===== config.mk =====
export PLATFORM = sky130hd
export DESIGN_NAME = trim_serial_sequencer
export DESIGN_NICKNAME = d
export VERILOG_FILES = /design/src/rtl/trim_pkg.sv /design/src/rtl/trim_mult_pipe.sv /design/src/rtl/trim_serial_sequencer.sv
export SDC_FILE = /design/constraint.sdc
export NUM_CORES = 2
export LEC_CHECK = 0
export ABC_AREA = 1
export CAP_MARGIN = 10
export CORE_ASPECT_RATIO = 0.7
export CORE_MARGIN = 3
export CORE_UTILIZATION = 25
export DETAILED_ROUTE_END_ITERATION = 16
export HOLD_SLACK_MARGIN = 0.02
export PLACE_DENSITY = 0.49
export SLEW_MARGIN = 25
export SYNTH_ARGS = -nofsm -noshare
export SYNTH_HDL_FRONTEND = slang
export SYNTH_SLANG_ARGS = --single-unit

===== constraint.sdc =====
create_clock -name clk -period 9.9 [get_ports clk]
set_input_delay 0.99 -clock clk [delete_from_list [all_inputs] [get_ports clk]]
set_output_delay 0.99 -clock clk [all_outputs]
set_load 0.1 [all_outputs]

===== src/rtl/trim_pkg.sv =====
// Shared types and helpers for the BPM gain-trim blocks: FSM states, unity gain, round-half-up.
// Pure declarations; no latency, no backpressure.
package trim_pkg;

   localparam int NUM_CH = 4;
   localparam int MAX_W  = 64;

   typedef enum logic [1:0] {
      IDLE,
      ISSUE,
      DRAIN,
      DONE
   } state_t;

   // Unity for a gain with the binary point just below the MSB.
   function automatic logic [MAX_W-1:0] unity_gain(input int gain_width);
      unity_gain = {{(MAX_W-1){1'b0}}, 1'b1} << (gain_width - 1);
   endfunction

   // Returns field + half with one extra bit so callers can see the carry-out.
   function automatic logic [MAX_W:0] round_half_up(input logic [MAX_W-1:0] field,
                                                    input logic             half);
      round_half_up = {1'b0, field} + {{MAX_W{1'b0}}, half};
   endfunction

endpackage


===== src/rtl/trim_mult_pipe.sv =====
// LAT-stage unsigned multiplier carrying a valid bit and channel tag with the data.
// Latency LAT cycles, one issue per cycle, no backpressure.
module trim_mult_pipe #(
   parameter int A_W   = 26,
   parameter int B_W   = 27,
   parameter int LAT   = 6,
   parameter int TAG_W = 2
) (
   input  logic                 clk,
   input  logic                 rst_n,
   input  logic                 issue_vld,
   input  logic [TAG_W-1:0]     issue_tag,
   input  logic [A_W-1:0]       a_dat,
   input  logic [B_W-1:0]       b_dat,
   output logic                 res_vld,
   output logic [TAG_W-1:0]     res_tag,
   output logic [A_W+B_W-1:0]   res_dat
);

   localparam int PW = A_W + B_W;

   logic [LAT-1:0]            vld_q;
   logic [LAT-1:0][TAG_W-1:0] tag_q;
   logic [LAT-1:0][PW-1:0]    dat_q;
   logic [PW-1:0]             prod_c;

   // Stages after the first give synthesis room to retime the multiplier.
   assign prod_c = {{B_W{1'b0}}, a_dat} * {{A_W{1'b0}}, b_dat};

   always_ff @(posedge clk or negedge rst_n) begin
      if (!rst_n) begin
         vld_q <= '0;
      end else begin
         vld_q[0] <= issue_vld;
         for (int i = 1; i < LAT; i++) begin
            vld_q[i] <= vld_q[i-1];
         end
      end
   end

   always_ff @(posedge clk) begin
      dat_q[0] <= prod_c;
      tag_q[0] <= issue_tag;
      for (int i = 1; i < LAT; i++) begin
         dat_q[i] <= dat_q[i-1];
         tag_q[i] <= tag_q[i-1];
      end
   end

   assign res_vld = vld_q[LAT-1];
   assign res_tag = tag_q[LAT-1];
   assign res_dat = dat_q[LAT-1];

endmodule


===== src/rtl/trim_serial_sequencer.sv =====
// Serial gain trim of four magnitudes through one shared multiplier; result at strobe+MULT_LATENCY+5.
// Strobes arriving while busy are dropped and counted; TRIM_SERIAL_SATURATE_EN adds saturation and sat_flag.
module trim_serial_sequencer
   import trim_pkg::*;
#(
   parameter int MAG_WIDTH    = 26,
   parameter int GAIN_WIDTH   = 27,
   parameter int MULT_LATENCY = 6,
   parameter int OVR_WIDTH    = 8
) (
   input  logic                          clk,
   input  logic                          rst_n,
   input  logic                          strobe,
   input  logic [NUM_CH*MAG_WIDTH-1:0]   magnitudes,
   input  logic                          gain_wr,
   input  logic [1:0]                    gain_addr,
   input  logic [GAIN_WIDTH-1:0]         gain_data,
   input  logic                          gain_commit,
   output logic                          busy,
   output logic                          commit_pending,
   output logic [OVR_WIDTH-1:0]          overrun_count,
   output logic                          trimmedToggle,
`ifdef TRIM_SERIAL_SATURATE_EN
   output logic                          sat_flag,
`endif
   output logic [NUM_CH*MAG_WIDTH-1:0]   trimmed
);

   localparam int PW = MAG_WIDTH + GAIN_WIDTH;
   localparam logic [MAX_W-1:0]      UNITY_FULL = unity_gain(GAIN_WIDTH);
   localparam logic [GAIN_WIDTH-1:0] UNITY      = UNITY_FULL[GAIN_WIDTH-1:0];

   state_t state, state_nxt;
   logic   start, done_cyc, issue_vld;
   logic [1:0] ch;

   logic [NUM_CH-1:0][MAG_WIDTH-1:0]  snap, shadow;
   logic [NUM_CH-1:0][GAIN_WIDTH-1:0] staging, staging_nxt, active;

   logic                 res_vld;
   logic [1:0]           res_tag;
   logic [PW-1:0]        res_dat;
   logic [MAG_WIDTH-1:0] field;
   logic                 half;
   logic [MAX_W:0]       rsum;
   logic [MAG_WIDTH-1:0] lane_res;
   logic                 unused_bits;

   always_ff @(posedge clk or negedge rst_n) begin
      if (!rst_n) state <= IDLE;
      else        state <= state_nxt;
   end

   always_comb begin
      state_nxt = state;
      start     = 1'b0;
      done_cyc  = 1'b0;
      issue_vld = 1'b0;
      case (state)
         IDLE: begin
            if (strobe) begin
               start     = 1'b1;
               state_nxt = ISSUE;
            end
         end
         ISSUE: begin
            issue_vld = 1'b1;
            if (ch == 2'(NUM_CH-1)) state_nxt = DRAIN;
         end
         DRAIN: begin
            if (res_vld && res_tag == 2'(NUM_CH-1)) state_nxt = DONE;
         end
         DONE: begin
            done_cyc  = 1'b1;
            state_nxt = IDLE;
         end
         default: state_nxt = IDLE;
      endcase
   end

   assign busy = (state != IDLE);

   always_ff @(posedge clk or negedge rst_n) begin
      if (!rst_n) begin
         ch   <= '0;
         snap <= '0;
      end else if (start) begin
         ch   <= '0;
         snap <= magnitudes;
      end else if (state == ISSUE) begin
         ch   <= ch + 2'd1;
      end
   end

   always_comb begin
      staging_nxt = staging;
      if (gain_wr) staging_nxt[gain_addr] = gain_data;
   end

   // Active gains only move when no set is in flight, so a set never mixes gain generations.
   always_ff @(posedge clk or negedge rst_n) begin
      if (!rst_n) begin
         staging        <= {NUM_CH{UNITY}};
         active         <= {NUM_CH{UNITY}};
         commit_pending <= 1'b0;
      end else begin
         staging <= staging_nxt;
         if (done_cyc) begin
            if (commit_pending || gain_commit) active <= staging_nxt;
            commit_pending <= 1'b0;
         end else if (gain_commit) begin
            if (state == IDLE && !strobe) active <= staging_nxt;
            else                          commit_pending <= 1'b1;
         end
      end
   end

   always_ff @(posedge clk or negedge rst_n) begin
      if (!rst_n)                                          overrun_count <= '0;
      else if (strobe && busy && overrun_count != '1)      overrun_count <= overrun_count + 1'b1;
   end

   trim_mult_pipe #(
      .A_W   (MAG_WIDTH),
      .B_W   (GAIN_WIDTH),
      .LAT   (MULT_LATENCY),
      .TAG_W (2)
   ) u_mult (
      .clk       (clk),
      .rst_n     (rst_n),
      .issue_vld (issue_vld),
      .issue_tag (ch),
      .a_dat     (snap[ch]),
      .b_dat     (active[ch]),
      .res_vld   (res_vld),
      .res_tag   (res_tag),
      .res_dat   (res_dat)
   );

   assign field = res_dat[GAIN_WIDTH-1 +: MAG_WIDTH];
   assign half  = res_dat[GAIN_WIDTH-2];
   assign rsum  = round_half_up({{(MAX_W-MAG_WIDTH){1'b0}}, field}, half);

`ifdef TRIM_SERIAL_SATURATE_EN
   logic hi_ovf, lane_sat;
   assign hi_ovf      = |res_dat[PW-1:GAIN_WIDTH-1+MAG_WIDTH];
   assign lane_sat    = hi_ovf | rsum[MAG_WIDTH];
   assign lane_res    = lane_sat ? '1 : rsum[MAG_WIDTH-1:0];
   assign unused_bits = ^{res_dat[GAIN_WIDTH-3:0], rsum[MAX_W:MAG_WIDTH+1]};

   always_ff @(posedge clk or negedge rst_n) begin
      if (!rst_n)                    sat_flag <= 1'b0;
      else if (res_vld && lane_sat)  sat_flag <= 1'b1;
   end
`else
   assign lane_res    = rsum[MAG_WIDTH-1:0];
   assign unused_bits = ^{res_dat[PW-1:GAIN_WIDTH-1+MAG_WIDTH], res_dat[GAIN_WIDTH-3:0],
                          rsum[MAX_W:MAG_WIDTH]};
`endif

   // Lanes fill the shadow one by one; trimmed only ever sees a complete set.
   always_ff @(posedge clk or negedge rst_n) begin
      if (!rst_n) begin
         shadow        <= '0;
         trimmed       <= '0;
         trimmedToggle <= 1'b0;
      end else begin
         if (res_vld) shadow[res_tag] <= lane_res;
         if (done_cyc) begin
            trimmed       <= shadow;
            trimmedToggle <= ~trimmedToggle;
         end
      end
   end

endmodule

==> impl_metrics.json <==
{
  "status": "finished, final reports clean",
  "post-route-util_pct": 29.5,
  "row_count": 134,
  "synth_nets": 6230,
  "ios": 253,
  "synth-seq-area-share_pct": 35.7,
  "hold_class": "reg2reg",
  "worstRegToRegCells": 28,
  "cap_viol_max_count": 0,
  "cts_tree": "yes",
  "worstPathMaxFanout": 64,
  "cts_buffers": 79,
  "finalSetupViolations": 0,
  "syn_area_sq_um": 48200,
  "nets": 6423,
  "place_hpwl_um": 113000,
  "synth.most_common_cell": "nand2_1",
  "ys_top_cells_by_count": "nand2_1 (1,404), inv_1 (897), fa_1 (596), dfrtp_1 (540), nor2_1 (488)",
  "crit_top_cell": "fa_1",
  "clk_pin_slew_ns": 0.07,
  "yosysTopAreaCell": "dfrtp_1",
  "port_buffers": 252,
  "syn_to_final_growth_pct": 17.0,
  "required_ns": 10.51,
  "clockRootBuffer": "clkbuf_16",
  "synth_top_area_share_pct": 28.0,
  "period_share_pct": 91.4,
  "yosysWarningCount": 0,
  "path_buf_inv": 9,
  "grt_pass1_wl_um": 232000,
  "rsz0062_at_grt": "false",
  "clock_path_buffers": 3,
  "place_congestion": 0.892,
  "vias": 35600,
  "ant_nets": 0,
  "dr.pass1.iters": 5,
  "slowest_delay_ns": 0.78,
  "cts.sinks": 722,
  "synth_cell_types": 51,
  "antenna_found_initial": 6,
  "coreArea_sq_um": 191000,
  "crit_cells": 28,
  "synth_edf_count": 0,
  "die_area_sq_um": 198000,
  "drive_gt1_share_pct": 6.79,
  "max_slew.worst_pin.slew_ns": 1.12,
  "drc": 0,
  "first_global_vias": 37700,
  "final_max_slew_viol_count": 0,
  "fin_worst_skew_ns": 0.0863,
  "viasPerCell": 4.41,
  "h-tree-depth": 3,
  "holdPathStages": 0,
  "ys_async_sr_fraction_pct": 75.9,
  "ys_top_cells_by_area": "dfrtp_1 (28%), fa_1 (25%), nand2_1 (11%)",
  "cts.repair.resized": 0,
  "max-slew-margin-rel_pct": 25.3,
  "netlist_instances": 5304,
  "cp_top_family": "adder cells",
  "clk_latency_ns": 0.73,
  "drt_iter0_drc": 2712,
  "min_period_ns": 9.05,
  "startpoint_type": "flop",
  "grt_overflow_total": 0,
  "grt_max_degree": 142,
  "crit_path_end_kind": "flop",
  "path_class": "reg2reg",
  "postCtsSetupBuffers": 0,
  "finalWirelength_um": 148000,
  "avgSynthCellArea_sq_um": 9.08,
  "initial_utilization_pct": 25.2,
  "fmax_mhz": 110,
  "synth_flop_cell": "dfrtp_1",
  "ys_ff_latch": 722,
  "hold_buffers": 0,
  "cp.arrival_ns": 9.66,
  "fp.dieH_um": 373,
  "fin_setup_tns_ns": 0,
  "grt_usage_pct": 15.2,
  "die_w_um": 531,
  "critPathSlowestCell": "clkinv_1",
  "routedWlPerCell_um": 18.4,
  "hold_viol_final": 0
}
==> cells by family after synthesis <==
kind of cell	synth area share (%)
buf+inv	9.15
flops	35.7
xor+xnor	0.945
compound gates	5.98
fa+ha+maj	29.8
simple gates	16.0
mux	2.45
==> sequential cells by signal, indices dropped and copies added (netlist names) <==
register        cells
u_mult.dat_q      135
active            108
staging           108
shadow            104
snap              104
trimmed           104
u_mult.res_dat     27
u_mult.tag_q       10
overrun_count       8
u_mult.vld_q        6
ch                  2
state               2
u_mult.res_tag      2
commit_pending      1
trimmedToggle       1
==> per-layer routing <==
layer / up-vias / part of all wire, % / GRT usage (%)
met3: 155 / 7.3 / 3.19
li1: 16300 / - / -
met1: 18000 / 48 / 22.5
met2: 1035 / 43 / 22.6
met5: - / 0 / 0
met4: 0 / 1.8 / 3.10
==> cell type report <==
type | instances | area (sq um)
Fill cell | 20200 | 135000
Multi-Input combinational cell | 3439 | 26600
Sequential cell | 722 | 17200
Inverter | 912 | 3430
Timing Repair Buffer | 343 | 3250
Tap cell | 2516 | 3150
Clock buffer | 110 | 2270
Clock inverter | 27 | 407
Antenna cell | 2 | 5.00
==> cell usage in the layout (no fill, tap or decap), drive strengths merged, types with 3 or more instances in the layout <==
cell type	instances
a211oi	3
a21boi	6
a21o	8
a21oi	116
a31oi	4
a32oi	50
and3	3
buf	92
bufinv	3
clkbuf	110
clkdlybuf4s50	251
clkinv	21
clkinvlp	4
dfrtp	540
dfstp	8
dfxtp	174
fa	596
ha	192
inv	911
mux2	105
nand2	1408
nand3	40
nand4	16
nor2	493
nor3	23
nor4	6
o211ai	3
o21a	3
o21ai	293
o21bai	10
xnor2	16
xor2	36
==> path summary, 6_finish.rpt <==
check | startpoint | end | slack [ns]
max in group asynchronous | rst_n | ch[0] | 7.48
min in group asynchronous | rst_n | snap[92] | 0.31
hold reg to reg | u_mult.tag_q[3] | u_mult.tag_q[5] | 0.27
setup reg to reg | ch[1] | u_mult.dat_q[49] | 0.85
setup / recovery | ch[1] | u_mult.dat_q[49] | 0.85
hold / removal | u_mult.tag_q[3] | u_mult.tag_q[5] | 0.27
==> stage by stage <==
| stage | cell area (sq um) | hold slack (ns) | setup WS [ns] | instances |
|---|---|---|---|---|
| 3_5_place_dp | 53700 | 0.312 | 1.05 | 7932 |
| 3_3_place_gp | 53600 | 0.314 | 0.00580 | 7930 |
| 2_1_floorplan | 48200 | 0.310 | 3.07 | 5304 |
| 4_1_cts | 56300 | 0.274 | 1.00 | 8069 |
| 6_report | 56300 | 0.269 | 0.850 | 8071 |
| 5_1_grt | 56300 | 0.277 | 0.475 | 8069 |
Power is left out: the tool's default activity adds up to more than one toggle a clock period on the data nets, which glitch-free logic cannot reach.
